File: src/rtl/ffs_if.sv
// ffs_if: operand/result bundle for the GF(2^255-19) subtractor.
//   start      - request pulse from the sequencer
//   a_i, b_i   - 255-bit minuend / subtrahend
//   out        - 255-bit registered difference
//   done       - one-cycle completion pulse
//   busy       - operation in flight
interface ffs_if;
    logic         start;
    logic [254:0] a_i;
    logic [254:0] b_i;
    logic [254:0] out;
    logic         done;
    logic         busy;

    modport master (
        output start, a_i, b_i,
        input  out, done, busy
    );

    modport slave (
        input  start, a_i, b_i,
        output out, done, busy
    );
endinterface

File: src/rtl/ffs.sv
// ffs: limb-serial modular subtractor, out = (a_i - b_i) mod p, p = 2^255 - 19.
// One 64-bit subtractor walks the four limbs in S1..S4. One 64-bit adder trails
// it by one state, building d + p in S2..S5. At the S5 edge the final borrow
// picks d (a >= b) or d + p (a < b).
//   clk  - clock
//   rst  - synchronous active-high reset
//   bus  - ffs_if slave: start/a_i/b_i in, out/done/busy out
module ffs #(
    parameter logic [255:0] P      = 256'h7fff_ffff_ffff_ffff_ffff_ffff_ffff_ffff_ffff_ffff_ffff_ffff_ffff_ffff_ffff_ffed,
    parameter int unsigned  LIMB_W = 64
) (
    input  logic  clk,
    input  logic  rst,
    ffs_if.slave  bus
);

    typedef enum logic [2:0] {StIdle, StS1, StS2, StS3, StS4, StS5} state_e;

    state_e       state_q, state_d;
    logic [255:0] a_q, a_d;
    logic [255:0] b_q, b_d;
    logic [255:0] d_q, d_d;
    logic [255:0] s_q, s_d;
    logic         bw_q, bw_d;
    logic         cy_q, cy_d;
    logic [254:0] out_q, out_d;
    logic         done_q, done_d;
    logic         busy_q, busy_d;

    logic [2:0]        st_raw;
    logic [1:0]        sub_idx, add_idx;
    logic [7:0]        sub_lo, add_lo;
    logic [LIMB_W-1:0] sub_res, add_res;
    logic              sub_bo, add_co;

    // The subtractor works on limb state-1, the adder on limb state-2.
    // LIMB_W is fixed at 64, so the bit offset is the limb index shifted by 6.
    assign st_raw  = state_q;
    assign sub_idx = 2'(st_raw - 3'd1);
    assign add_idx = 2'(st_raw - 3'd2);
    assign sub_lo  = {sub_idx, 6'b0};
    assign add_lo  = {add_idx, 6'b0};

    // 65-bit forms: bit 64 is the borrow-out / carry-out.
    assign {sub_bo, sub_res} = {1'b0, a_q[sub_lo +: LIMB_W]}
                             - {1'b0, b_q[sub_lo +: LIMB_W]}
                             - {{LIMB_W{1'b0}}, bw_q};
    assign {add_co, add_res} = {1'b0, d_q[add_lo +: LIMB_W]}
                             + {1'b0, P[add_lo +: LIMB_W]}
                             + {{LIMB_W{1'b0}}, cy_q};

    always_comb begin
        state_d = state_q;
        a_d     = a_q;
        b_d     = b_q;
        d_d     = d_q;
        s_d     = s_q;
        bw_d    = bw_q;
        cy_d    = cy_q;
        out_d   = out_q;
        done_d  = 1'b0;
        busy_d  = busy_q;

        unique case (state_q)
            StIdle: begin
                if (bus.start) begin
                    a_d     = {1'b0, bus.a_i};
                    b_d     = {1'b0, bus.b_i};
                    bw_d    = 1'b0;
                    cy_d    = 1'b0;
                    busy_d  = 1'b1;
                    state_d = StS1;
                end
            end
            StS1, StS2, StS3, StS4: begin
                d_d[sub_lo +: LIMB_W] = sub_res;
                bw_d                  = sub_bo;
                if (state_q != StS1) begin
                    s_d[add_lo +: LIMB_W] = add_res;
                    cy_d                  = add_co;
                end
                state_d = state_e'(st_raw + 3'd1);
            end
            StS5: begin
                // bw_q now holds the limb-3 borrow: set means a < b, add p back.
                out_d   = bw_q ? {add_res[LIMB_W-2:0], s_q[191:0]} : d_q[254:0];
                done_d  = 1'b1;
                busy_d  = 1'b0;
                state_d = StIdle;
            end
            default: state_d = StIdle;
        endcase
    end

    always_ff @(posedge clk) begin
        if (rst) begin
            state_q <= StIdle;
            a_q     <= '0;
            b_q     <= '0;
            d_q     <= '0;
            s_q     <= '0;
            bw_q    <= 1'b0;
            cy_q    <= 1'b0;
            out_q   <= '0;
            done_q  <= 1'b0;
            busy_q  <= 1'b0;
        end else begin
            state_q <= state_d;
            a_q     <= a_d;
            b_q     <= b_d;
            d_q     <= d_d;
            s_q     <= s_d;
            bw_q    <= bw_d;
            cy_q    <= cy_d;
            out_q   <= out_d;
            done_q  <= done_d;
            busy_q  <= busy_d;
        end
    end

    assign bus.out  = out_q;
    assign bus.done = done_q;
    assign bus.busy = busy_q;

endmodule

File: src/flat_wrapper.sv
// flat-port wrapper written by rule: the top's interface ports become plain ports
module ffs_flat 
#(
    parameter logic [255:0] P      = 256'h7fff_ffff_ffff_ffff_ffff_ffff_ffff_ffff_ffff_ffff_ffff_ffff_ffff_ffff_ffff_ffed,
    parameter int unsigned  LIMB_W = 64
)
  (clk, rst, bus_start, bus_a_i, bus_b_i, bus_out, bus_done, bus_busy);
  ffs_if bus_i ();
  input  logic clk;
  input  logic rst;
  input wire logic [$bits(bus_i.start)-1:0] bus_start;
  input wire logic [$bits(bus_i.a_i)-1:0] bus_a_i;
  input wire logic [$bits(bus_i.b_i)-1:0] bus_b_i;
  output wire logic [$bits(bus_i.out)-1:0] bus_out;
  output wire logic [$bits(bus_i.done)-1:0] bus_done;
  output wire logic [$bits(bus_i.busy)-1:0] bus_busy;
  assign bus_i.start = bus_start;
  assign bus_i.a_i = bus_a_i;
  assign bus_i.b_i = bus_b_i;
  assign bus_out = bus_i.out;
  assign bus_done = bus_i.done;
  assign bus_busy = bus_i.busy;
  ffs #(.P(P), .LIMB_W(LIMB_W)) u_core (.clk(clk), .rst(rst), .bus(bus_i));
endmodule
File: config.mk
export PLATFORM = sky130hd
export DESIGN_NAME = ffs_flat
export DESIGN_NICKNAME = d
export VERILOG_FILES = /design/src/rtl/ffs_if.sv /design/src/rtl/ffs.sv /design/src/flat_wrapper.sv
export SDC_FILE = /design/constraint.sdc
export NUM_CORES = 2
export LEC_CHECK = 0
export CAP_MARGIN = 40
export CELL_PAD_IN_SITES_DETAIL_PLACEMENT = 1
export CELL_PAD_IN_SITES_GLOBAL_PLACEMENT = 1
export CORE_MARGIN = 3
export CORE_UTILIZATION = 37
export DETAILED_ROUTE_END_ITERATION = 8
export PLACE_DENSITY = 0.72
export SYNTH_ARGS = -nofsm -noshare
export SYNTH_HDL_FRONTEND = slang
export SYNTH_SLANG_ARGS = --single-unit
File: constraint.sdc
create_clock -name clk -period 6.62 [get_ports clk]
set_input_delay 1.655 -clock clk [delete_from_list [all_inputs] [get_ports clk]]
set_output_delay 1.655 -clock clk [all_outputs]
set_load 0.02 [all_outputs]
==> reports/metrics.csv <==
stage,metric,value,unit
route,drt drc,0,
power_and_ir_drop,Net Switching,8.758,mW
yosys,sequential share of the synthesized area,0.4522,
yosys,ys flop type,dfxtp_1,
grt,grt met2 use,0.4537,
route,Via density,5.576,
finish,multi-input logic area,0.02707,mm^2
timing,Slew headroom,0.1036,
power_and_ir_drop,LEAKAGE,24.54,nW
critical_path,largest delay contributor family on the critical path,compound AO/OA/AOI/OAI gates,
clock_network,Clock Latency Late Sink,0.80,ns
timing,final count of pins violating max slew,0,
finish,post-layout net count,7362,
critical_path,CP most frequent cell,inv_1,
yosys,"EDFF count, synth",0,
finish,sequential cell area,0.02443,mm^2
power_and_ir_drop,sequential power share,0.340,
critical_path,crit path launch type,flop,
die,core box area,0.1444,mm^2
timing,Fmax achieved,165.6,MHz
power_and_ir_drop,worst IR drop on VDD,0.1867,mV
clock_network,number of CTS-inserted buffers,140,
die,num rows,139,
yosys,simple-gate portion of the synthesized area,0.1604,
place,GPL Wtd Cong,0.8797,
finish,Fill cells,16570,
grt,GRT overflow,0,
place,PortBufs,769,
critical_path,crit path buf inv count,4,
critical_path,Max stage delay on crit path,0.70,ns
timing,Worst-Margin Slew,1.345,ns
job,count of maximum capacitance violations,0,
yosys,Gate Count Post-Synth,6185,
run_status,outcome,"complete, no violations",
grt,gr usage total,0.2819,
clock_network,htree depth,4,
die,Top Ports,770,
clock_network,# Post-CTS Setup Buffers,0,
critical_path,data required time of the worst path,7.35,ns
critical_path,crit path max-delay cell type,ha_4,
yosys,mux cell area share after synthesis,0.1161,
finish,layout cell share with drive strength beyond 1,0.07907,
yosys,Synth cell types,71,
route,average routed wire per standard cell,25.24,um
timing,setup_tns,0,ns
timing,Tcrit/Tclk final,0.9124,
grt,first-pass GRT wire length,323700,um
place,pre-CTS setup slack,0.5741,ns
yosys,Syn Std Cell Area,0.05402,mm^2
critical_path,CP Capture Type,flop,
power_and_ir_drop,Sw Share,0.3720,
grt,GRT Max-Usage Layer,met2,
power_and_ir_drop,Gate power share,0.324,
grt,largest net degree at the start of global routing,266,
timing,final hold violation count,0,
route,vias,48690,
route,DRT Wirelength,220400,um
die,die area,0.1506,mm^2
clock_network,PostCTS Resize Cnt,0,
die,Die Ht,388.1,um
grt,grt met1 use,0.3830,
clock_network,worst-case clock buffer depth,3,
die,Starting Density,0.3742,
yosys,#FFs+latches synth,1220,
clock_network,clock slew at reported path FFs,0.06,ns
clock_network,"Hold-fix buffers, CTS",0,
grt,initial antenna violation count,41,
timing,Clock Skew,0.04504,ns
clock_network,total clock sinks,1220,
route,drt pass-1 iters,5,
yosys,"Async S/R FF share, synth",0,
critical_path,kind of critical path,reg -> reg,
timing,RSZ-0062 raised after global routing,false,
power_and_ir_drop,P_int,14.79,mW
finish,Area Overhead vs Synth,25.93,%
yosys,Yosys warnings,0,
critical_path,CP cell instances,inv_1 > ha_4 > buf_12 > mux4_2 > inv_1 > ha_1 > inv_1 > ha_1 > nand4_1 > or3_1 > nor3_1 > nand3_1 > a31oi_1 > nor2b_1 > o21ai_0 > a41oi_1 > xnor2_1 > a22o_1,
die,die width,388.1,um
place,post-DP HPWL,159900,um
yosys,post-synthesis xor/xnor area fraction,0.01962,
critical_path,crit path DAT,6.77,ns
yosys,Synth Area in Adders,0.03261,
yosys,largest family of logic cells by synthesized area,compound AO/OA/AOI/OAI gates,
critical_path,Worst Path Max Fanout,41,
route,ANT nets after route,0,
timing,final setup margin,0.5797,ns
yosys,syn nets,6837,
timing,min cycle time layout,6.040,ns
grt,M3 GR Usage,0.05929,
min_path,Min-Delay Path Class,reg -> reg,
yosys,Synth Area in Compound Gates,0.1704,
clock_network,CTS tree,built,
yosys,Syn Area/Cell,8.733,um^2
timing,Final Setup Violations,0,
power_and_ir_drop,Power Total,23.55,mW
grt,vias in the first global route,49460,
power_and_ir_drop,clock power share,0.337,
power_and_ir_drop,Power Density,346.2,mW/mm^2
route,initial DRC count,4061,
clock_network,clock root buffer,clkbuf_16,
==> worst min-delay path, stage by stage (launching register included) <==
cell and delay [ns]:
dfxtp_1 0.30, nand2_1 0.05, a21oi_1 0.05
==> cell type report <==
cell class                 instances  area share
sequential                      1220      0.3592
inverter                         211     0.01164
clock inverter                    48    0.009124
timing repair buffer             854      0.1267
antenna                           11   0.0004047
tap                             1903     0.03500
multi-input combinational       4283      0.3980
clock buffer                     201     0.05995
==> final timing paths <==
| path | depth (start not counted) | start | slack, ns | to |
|---|---|---|---|---|
| worst min-delay path | 2 | u_core.b_q[250] | 0.45 | u_core.b_q[250] |
| worst min register to register | 2 | u_core.b_q[250] | 0.45 | u_core.b_q[250] |
| worst max register to register | 18 | u_core.st_raw[0] | 0.58 | u_core.d_q[48] |
| worst max-delay path | 18 | u_core.st_raw[0] | 0.58 | u_core.d_q[48] |
==> cell families (layout without fill, tap and decap cells) <==
logic type / Yosys count / after routing
flops: 1220 / 1220
xor+xnor: 121 / 121
fa+ha+maj: 139 / 139
buf+inv: 682 / 1314
simple gates: 2150 / 2150
compound gates: 1485 / 1485
other cells: 0 / 11
mux: 388 / 388
==> power by group through the flow <==
stage	registers (mW)	clock network, mW	logic, mW
2_1_floorplan	8.01	0	4.67
3_3_place_gp	8.14	0	7.34
3_5_place_dp	8.15	0	7.51
4_1_cts	7.99	8.03	7.56
5_1_grt	8.04	8.36	8.23
6_report	8.00	7.93	7.62
==> metrics by stage <==
step / utilization / instance area [um^2] / std cells / hold slack, ns
3_3_place_gp: 0.4373 / 63120 / 8460 / 0.4327
3_5_place_dp: 0.4385 / 63290 / 8471 / 0.4422
6_report: 0.4712 / 68020 / 8731 / 0.4523
5_1_grt: 0.4711 / 68000 / 8724 / 0.4700
2_1_floorplan: - / 54030 / 6185 / 0.4248
4_1_cts: 0.4710 / 67990 / 8720 / 0.4535
==> synthesized netlist by cell type, types with 10 or more instances <==
cell         n  share of area
xor2_1      51         0.0083
nor2b_1     14         0.0016
nand4_1     16         0.0019
buf_1       30         0.0021
a22o_1     120          0.019
a21o_1      29         0.0040
nor3_1      51         0.0047
inv_1      211          0.015
nor4_1      20         0.0023
o21ai_0    162          0.015
a31oi_1     10         0.0012
buf_2       12         0.0011
o211ai_1    10         0.0014
or3_1       12         0.0014
a22oi_1    167          0.023
mux2i_1    198          0.037
nor2_1     666          0.046
and2_1      12         0.0014
xnor2_1     70          0.011
mux4_2     187          0.078
nand3_1     50         0.0046
clkbuf_1   422          0.029
dfxtp_1   1220           0.45
nand2_1   1260          0.088
a211oi_1   227          0.032
a21oi_1    693          0.064
ha_1       136          0.032
==> cell usage in the layout (no fill, tap or decap), types with 26 or more instances in the layout <==
cell type           n
clkbuf_1           31
ha_1              135
a22oi_1           167
xor2_1             51
mux4_2            187
buf_4              64
xnor2_1            70
clkdlybuf4s50_1   768
nor3_1             48
o21ai_0           162
a211oi_1          227
nand2_1          1256
dfxtp_1          1217
a21oi_1           690
clkbuf_16         144
nor2_1            656
a21o_1             29
clkbuf_8           26
nand3_1            49
mux2i_1           198
a22o_1            120
inv_1             211
==> per-layer routing <==
metal	vias to the layer above	part of all wire
met5	-	0.0014
met1	24250	0.45
met3	312	0.065
li1	22490	-
met2	1589	0.46
met4	40	0.024
==> registers in the layout, summed over array words and instances, names as in the netlist <==
signal / cells
u_core.bus.out: 255
u_core.bw_q: 1
u_core.st_raw: 3
u_core.cy_q: 1
u_core.d_q: 256
u_core.bus.done: 1
u_core.s_q: 192
u_core.b_q: 255
u_core.a_q: 255
u_core.bus.busy: 1
Power figures use the tool's default switching activity.
